[config.mk]
export PLATFORM = sky130hd
export DESIGN_NAME = apb_master_queued
export DESIGN_NICKNAME = d
export VERILOG_FILES = /design/src/rtl/apb_master_queued.sv
export SDC_FILE = /design/constraint.sdc
export NUM_CORES = 1
export LEC_CHECK = 0
export ABC_AREA = 1
export CORE_MARGIN = 2
export CORE_UTILIZATION = 23
export CTS_CLUSTER_DIAMETER = 200
export DETAILED_ROUTE_END_ITERATION = 10
export PLACE_DENSITY = 0.53
export SLEW_MARGIN = 20
export SYNTH_ARGS = -nofsm -noshare
export SYNTH_HDL_FRONTEND = slang
export SYNTH_SLANG_ARGS = --single-unit
export TNS_END_PERCENT = 5
[constraint.sdc]
create_clock -name PCLK -period 3.3 [get_ports PCLK]
set_clock_uncertainty 0.15 [all_clocks]
set_input_delay 0.66 -clock PCLK [delete_from_list [all_inputs] [get_ports PCLK]]
set_output_delay 0.66 -clock PCLK [all_outputs]
set_load 0.02 [all_outputs]
[src/rtl/apb_master_queued.sv]
// APB4 master fed by a command FIFO: decodes the slave from the top address bits,
// runs commands back-to-back and returns one in-order response per command.
module apb_master_queued #(
    parameter int DATA_WIDTH     = 32,
    parameter int ADDRESS_WIDTH  = 4,
    parameter int STRB_WIDTH     = DATA_WIDTH / 8,
    parameter int SLAVES_NUM     = 2,
    parameter int FIFO_DEPTH     = 4,
    parameter int TIMEOUT_CYCLES = 16
) (
    input  logic                          PCLK,
    input  logic                          PRESET,
    input  logic                          IN_VALID,
    output logic                          IN_READY,
    input  logic                          IN_WRITE,
    input  logic [ADDRESS_WIDTH-1:0]      IN_ADDR,
    input  logic [DATA_WIDTH-1:0]         IN_DATA,
    input  logic [STRB_WIDTH-1:0]         IN_STRB,
    output logic [$clog2(FIFO_DEPTH):0]   FIFO_LEVEL,
    output logic                          OUT_VALID,
    output logic [DATA_WIDTH-1:0]         OUT_RDATA,
    output logic                          OUT_SLVERR,
    output logic                          OUT_TIMEOUT,
    output logic [ADDRESS_WIDTH-1:0]      PADDR,
    output logic [DATA_WIDTH-1:0]         PWDATA,
    output logic                          PWRITE,
    output logic [STRB_WIDTH-1:0]         PSTRB,
    output logic [SLAVES_NUM-1:0]         PSEL,
    output logic                          PENABLE,
    input  logic [DATA_WIDTH-1:0]         PRDATA,
    input  logic                          PREADY,
    input  logic                          PSLVERR
);

    localparam int SEL_BITS = (SLAVES_NUM > 1) ? $clog2(SLAVES_NUM) : 1;
    localparam int PTR_W    = $clog2(FIFO_DEPTH);
    localparam int LVL_W    = PTR_W + 1;
    localparam int CNT_W    = (TIMEOUT_CYCLES > 1) ? $clog2(TIMEOUT_CYCLES) : 1;

    typedef struct packed {
        logic                     write;
        logic [ADDRESS_WIDTH-1:0] addr;
        logic [DATA_WIDTH-1:0]    data;
        logic [STRB_WIDTH-1:0]    strb;
    } cmd_t;

    typedef enum logic [1:0] {ST_IDLE, ST_SETUP, ST_ACCESS} state_t;

    // ---------------- command FIFO ----------------
    cmd_t              mem [FIFO_DEPTH];
    logic [PTR_W-1:0]  wr_ptr, rd_ptr;
    logic [LVL_W-1:0]  level_next;
    logic              push, pop;
    cmd_t              head;

    assign push       = IN_VALID && IN_READY;
    assign head       = mem[rd_ptr];
    assign level_next = FIFO_LEVEL + LVL_W'(push) - LVL_W'(pop);

    // NOTE: storage array has no reset; entries are only read once the level says they were written.
    always_ff @(posedge PCLK) begin
        if (push)
            mem[wr_ptr] <= '{write: IN_WRITE, addr: IN_ADDR, data: IN_DATA, strb: IN_STRB};
    end

    always_ff @(posedge PCLK or posedge PRESET) begin
        if (PRESET) begin
            wr_ptr     <= '0;
            rd_ptr     <= '0;
            FIFO_LEVEL <= '0;
            IN_READY   <= 1'b0;
        end else begin
            if (push) wr_ptr <= wr_ptr + PTR_W'(1);
            if (pop)  rd_ptr <= rd_ptr + PTR_W'(1);
            FIFO_LEVEL <= level_next;
            IN_READY   <= (level_next != LVL_W'(FIFO_DEPTH));
        end
    end

    // Slave decode of the command at the FIFO head
    logic [SEL_BITS-1:0]   head_idx;
    logic                  head_err;
    logic [SLAVES_NUM-1:0] head_psel;

    assign head_idx  = head.addr[ADDRESS_WIDTH-1 -: SEL_BITS];
    assign head_err  = (int'(head_idx) >= SLAVES_NUM);
    assign head_psel = SLAVES_NUM'(1) << head_idx;

    // ---------------- transfer FSM ----------------
    state_t                state, state_next;
    logic [CNT_W-1:0]      wait_cnt, wait_next;
    logic [SLAVES_NUM-1:0] psel_next;
    logic                  penable_next, pwrite_next;
    logic [ADDRESS_WIDTH-1:0] paddr_next;
    logic [DATA_WIDTH-1:0] pwdata_next, rdata_next;
    logic [STRB_WIDTH-1:0] pstrb_next;
    logic                  valid_next, slverr_next, timeout_next;
    logic                  has_cmd, timed_out;

    assign has_cmd   = (FIFO_LEVEL != '0);
    assign timed_out = (TIMEOUT_CYCLES != 0) && (wait_cnt == CNT_W'(TIMEOUT_CYCLES - 1));

    // NOTE: every signal gets a default first so no path through the case leaves one unassigned (no latches).
    always_comb begin
        state_next   = state;
        wait_next    = wait_cnt;
        pop          = 1'b0;
        psel_next    = PSEL;
        penable_next = 1'b0;
        paddr_next   = PADDR;
        pwdata_next  = PWDATA;
        pwrite_next  = PWRITE;
        pstrb_next   = PSTRB;
        valid_next   = 1'b0;
        rdata_next   = '0;
        slverr_next  = 1'b0;
        timeout_next = 1'b0;

        unique case (state)
            ST_IDLE: begin
                psel_next = '0;
                if (has_cmd) begin
                    pop = 1'b1;
                    if (head_err) begin
                        valid_next  = 1'b1;
                        slverr_next = 1'b1;
                    end else begin
                        psel_next   = head_psel;
                        paddr_next  = head.addr;
                        pwdata_next = head.data;
                        pwrite_next = head.write;
                        pstrb_next  = head.write ? head.strb : '0;
                        state_next  = ST_SETUP;
                    end
                end
            end
            ST_SETUP: begin
                penable_next = 1'b1;
                wait_next    = '0;
                state_next   = ST_ACCESS;
            end
            ST_ACCESS: begin
                penable_next = 1'b1;
                if (PREADY) begin
                    penable_next = 1'b0;
                    valid_next   = 1'b1;
                    rdata_next   = PWRITE ? '0 : PRDATA;
                    slverr_next  = PSLVERR;
                    // A decode-error head is left for IDLE so two responses never collide.
                    if (has_cmd && !head_err) begin
                        pop         = 1'b1;
                        psel_next   = head_psel;
                        paddr_next  = head.addr;
                        pwdata_next = head.data;
                        pwrite_next = head.write;
                        pstrb_next  = head.write ? head.strb : '0;
                        state_next  = ST_SETUP;
                    end else begin
                        psel_next  = '0;
                        state_next = ST_IDLE;
                    end
                end else if (timed_out) begin
                    penable_next = 1'b0;
                    psel_next    = '0;
                    valid_next   = 1'b1;
                    slverr_next  = 1'b1;
                    timeout_next = 1'b1;
                    state_next   = ST_IDLE;
                end else if (TIMEOUT_CYCLES != 0) begin
                    wait_next = wait_cnt + CNT_W'(1);
                end
            end
            default: state_next = ST_IDLE;
        endcase
    end

    always_ff @(posedge PCLK or posedge PRESET) begin
        if (PRESET) begin
            state       <= ST_IDLE;
            wait_cnt    <= '0;
            PSEL        <= '0;
            PENABLE     <= 1'b0;
            PADDR       <= '0;
            PWDATA      <= '0;
            PWRITE      <= 1'b0;
            PSTRB       <= '0;
            OUT_VALID   <= 1'b0;
            OUT_RDATA   <= '0;
            OUT_SLVERR  <= 1'b0;
            OUT_TIMEOUT <= 1'b0;
        end else begin
            state       <= state_next;
            wait_cnt    <= wait_next;
            PSEL        <= psel_next;
            PENABLE     <= penable_next;
            PADDR       <= paddr_next;
            PWDATA      <= pwdata_next;
            PWRITE      <= pwrite_next;
            PSTRB       <= pstrb_next;
            OUT_VALID   <= valid_next;
            OUT_RDATA   <= rdata_next;
            OUT_SLVERR  <= slverr_next;
            OUT_TIMEOUT <= timeout_next;
        end
    end

endmodule

==> flow_metrics.tcl <==
set metrics [dict create \
    htreeDepth 1 \
    p_per_area_nw_per_um2 918.5 \
    ys_types 19 \
    cpMostUsedCell "inv_1" \
    layout_commonest_cell "nand2_1" \
    yosysSeqAreaShare_pct 72.93 \
    hpwl_um 14860 \
    synthSimpleGateAreaFrac_pct 15.88 \
    clkPwrFrac_pct 27.8 \
    gp_congestion 0.6967 \
    postCtsSetupBuffers 0 \
    max_slew_margin_pct 36.88 \
    antenna_found_initial 1 \
    p_int_mw 7.856 \
    clock-sinks 257 \
    post-route-min-period_ns 2.795 \
    wl_per_cell_um 14.38 \
    crit_chain "inv_1 > ha_1 > nand2_1 > inv_1 > o21ai_0 > inv_1 > ha_1 > inv_1 > ha_1 > fa_1 > nor2_1 > nand2_1" \
    leakage_nw 5.522 \
    path_class "flip-flop to flip-flop" \
    slew_violations 0 \
    seq_power_share_pct 36.9 \
    place_area_um2 12300 \
    combPwrFrac_pct 35.3 \
    p_switching_mw 4.377 \
    syn_area_um2 9943 \
    rows 76 \
    fillers 4389 \
    synth_top_family_by_area "simple AND/OR/NAND/NOR gates" \
    vias 6412 \
    synth_seq_cells 257 \
    synth_compound_area_share_pct 4.153 \
    io_buffers 160 \
    worst-path-buf-inv 4 \
    slowest_delay_ns 0.46 \
    grt.total_usage_pct 10.80 \
    final_cell_mix "nand2_1 (206), nor2_1 (179), edfxtp_1 (164)" \
    postCtsHoldBufs 0 \
    finalHoldViolations 0 \
    detail_route.first_pass.iterations 4 \
    io_pins 161 \
    drive_gt1_share_pct 7.037 \
    synthXorXnorAreaFrac_pct 0.5285 \
    grt_pass1_vias 6592 \
    cp_data_arrival_time_ns 3.09 \
    yosys_warnings 0 \
    cts_resized 0 \
    critPathRequiredTime_ns 3.60 \
    design_area_um2 13320 \
    ff_latch_area_um2 7257 \
    clock-root-buffer "clkbuf_16" \
    area_growth_pct 33.94 \
    cts_buffers 30 \
    p_sw_share_pct 35.78 \
    fp.dieH_um 211.9 \
    dieWidth_um 211.9 \
    holdWs_ns 0.3267 \
    status "finished clean" \
    clk_latency_ns 0.57 \
    drtAntennaViolNets 0 \
    drc 0 \
    fmax_ghz 0.3578 \
    grt_max_degree 85 \
    syn_nets 976 \
    max-vdd-ir-drop_uv 377.3 \
    tns_ns 0 \
    drt_iter0_drc 338 \
    detail_route.vias_per_cell 3.851 \
    overflow 0 \
    diodes 0 \
    synthMuxAreaShare_pct 0 \
    core_area_um2 42890 \
    setup_viol 0 \
    crit_path_top_delay_cell "fa_1" \
    wl_um 23950 \
    cts_tree "yes" \
    yosys.area_share.adder_pct 1.586 \
    hold_class "flip-flop to flip-flop" \
    cp-end-kind "flip-flop" \
    nNetsFinal 1146 \
    maxCapViolCount 0 \
    start_util_pct 23.19 \
    grt_pass1_wl_um 37440 \
    path_delay_family "adder cells" \
    total_power_mw 12.23 \
    syn_area_per_cell_um2 11.22 \
    syn_inst 886 \
    tightest_slew_ns 0.9468 \
    clockBufferDepth 3 \
    clkTransAtPathRegs_ns 0.07 \
    fin_crit_sh_pct 84.70 \
    path_max_fanout 4 \
    cp-start-kind "flip-flop" \
    rsz0062_at_grt "false" \
    dieArea_um2 44910 \
    multi_input_area_um2 2235 \
]
final timing paths:
| path | start | to | slack (ns) | depth (start not counted) |
|---|---|---|---|---|
| min reg2reg | PWDATA[0] | PWDATA[0] | 0.33 | 2 |
| min in group asynchronous | PRESET | PWDATA[4] | 0.38 | 2 |
| min | PWDATA[0] | PWDATA[0] | 0.33 | 2 |
| max | state[0] | IN_READY | 0.50 | 12 |
| max reg2reg | state[0] | IN_READY | 0.50 | 12 |
| max in group asynchronous | PRESET | PWDATA[21] | 1.87 | 3 |
sequential cells by signal, indices dropped and copies added (netlist names):
signal and flops:
FIFO_LEVEL 3, IN_READY 1, OUT_RDATA 32, OUT_SLVERR 1
OUT_TIMEOUT 1, OUT_VALID 1, PADDR 4, PENABLE 1
PSEL 2, PSTRB 4, PWDATA 32, PWRITE 1
mem 164, rd_ptr 2, state 2, wait_cnt 4
wr_ptr 2
Yosys cell counts:
| master | number | share of area [%] |
|---|---|---|
| a21oi_1 | 1 | 0.050 |
| inv_2 | 4 | 0.15 |
| nor3_1 | 1 | 0.050 |
| fa_1 | 1 | 0.20 |
| inv_1 | 73 | 2.8 |
| o21ai_1 | 65 | 3.3 |
| a21boi_0 | 1 | 0.076 |
| xnor2_1 | 2 | 0.18 |
| nand3_1 | 22 | 1.1 |
| edfxtp_1 | 164 | 50 |
| nand2_1 | 207 | 7.8 |
| o21ai_0 | 15 | 0.75 |
| dfrtp_1 | 93 | 23 |
| clkbuf_1 | 12 | 0.45 |
| buf_4 | 8 | 0.60 |
| buf_2 | 19 | 0.96 |
| ha_1 | 11 | 1.4 |
| nor2_1 | 183 | 6.9 |
| xor2_1 | 4 | 0.35 |
layer usage:
layer,wire length [um],GRT usage [%],up-vias
met5,13,0,-
met4,496,2.793,2
met3,1310,2.685,39
met2,11190,18.18,154
met1,10930,13.84,3020
li1,-,-,3197
per-stage QoR:
stage          instances  worst slack [ns]  utilization, %
2_1_floorplan        886           0.06969               -
3_3_place_gp        1609            0.1266           28.67
3_5_place_dp        1609           0.06911           28.67
4_1_cts             1665            0.4810           31.05
5_1_grt             1665            0.3054           31.05
6_report            1665            0.5048           31.05
worst min-delay path, cell delays in order, from the launching register on:
cell and delay (ns):
dfrtp_1 0.34, nand2_1 0.05, nand2_1 0.05
cell families (layout without fill, tap and decap cells):
| family | Yosys count | in the layout |
|---|---|---|
| AND/OR/NAND/NOR | 413 | 413 |
| flip-flops | 257 | 257 |
| buffers and inverters | 116 | 310 |
| AO/OA/AOI/OAI | 82 | 82 |
| adder cells (fa/ha/maj) | 12 | 12 |
| XOR/XNOR | 6 | 6 |
power groups by stage:
stage / registers, mW / clock network (mW) / logic [mW]
floorplan: 4.95 / 0 / 2.34
global placement: 4.58 / 0 / 4.41
detailed placement: 4.59 / 0 / 4.46
CTS: 4.53 / 3.52 / 4.47
global route: 4.60 / 3.64 / 4.90
finish: 4.52 / 3.39 / 4.32
final cells by class:
class	count	area share, %
inverter	77	2.198
clock inverter	14	1.475
timing repair buffer	177	13.36
sequential	257	54.49
tap	585	5.496
multi-input combinational	513	16.78
clock buffer	42	6.201
No activity file was read; power rests on OpenSTA's default activity.
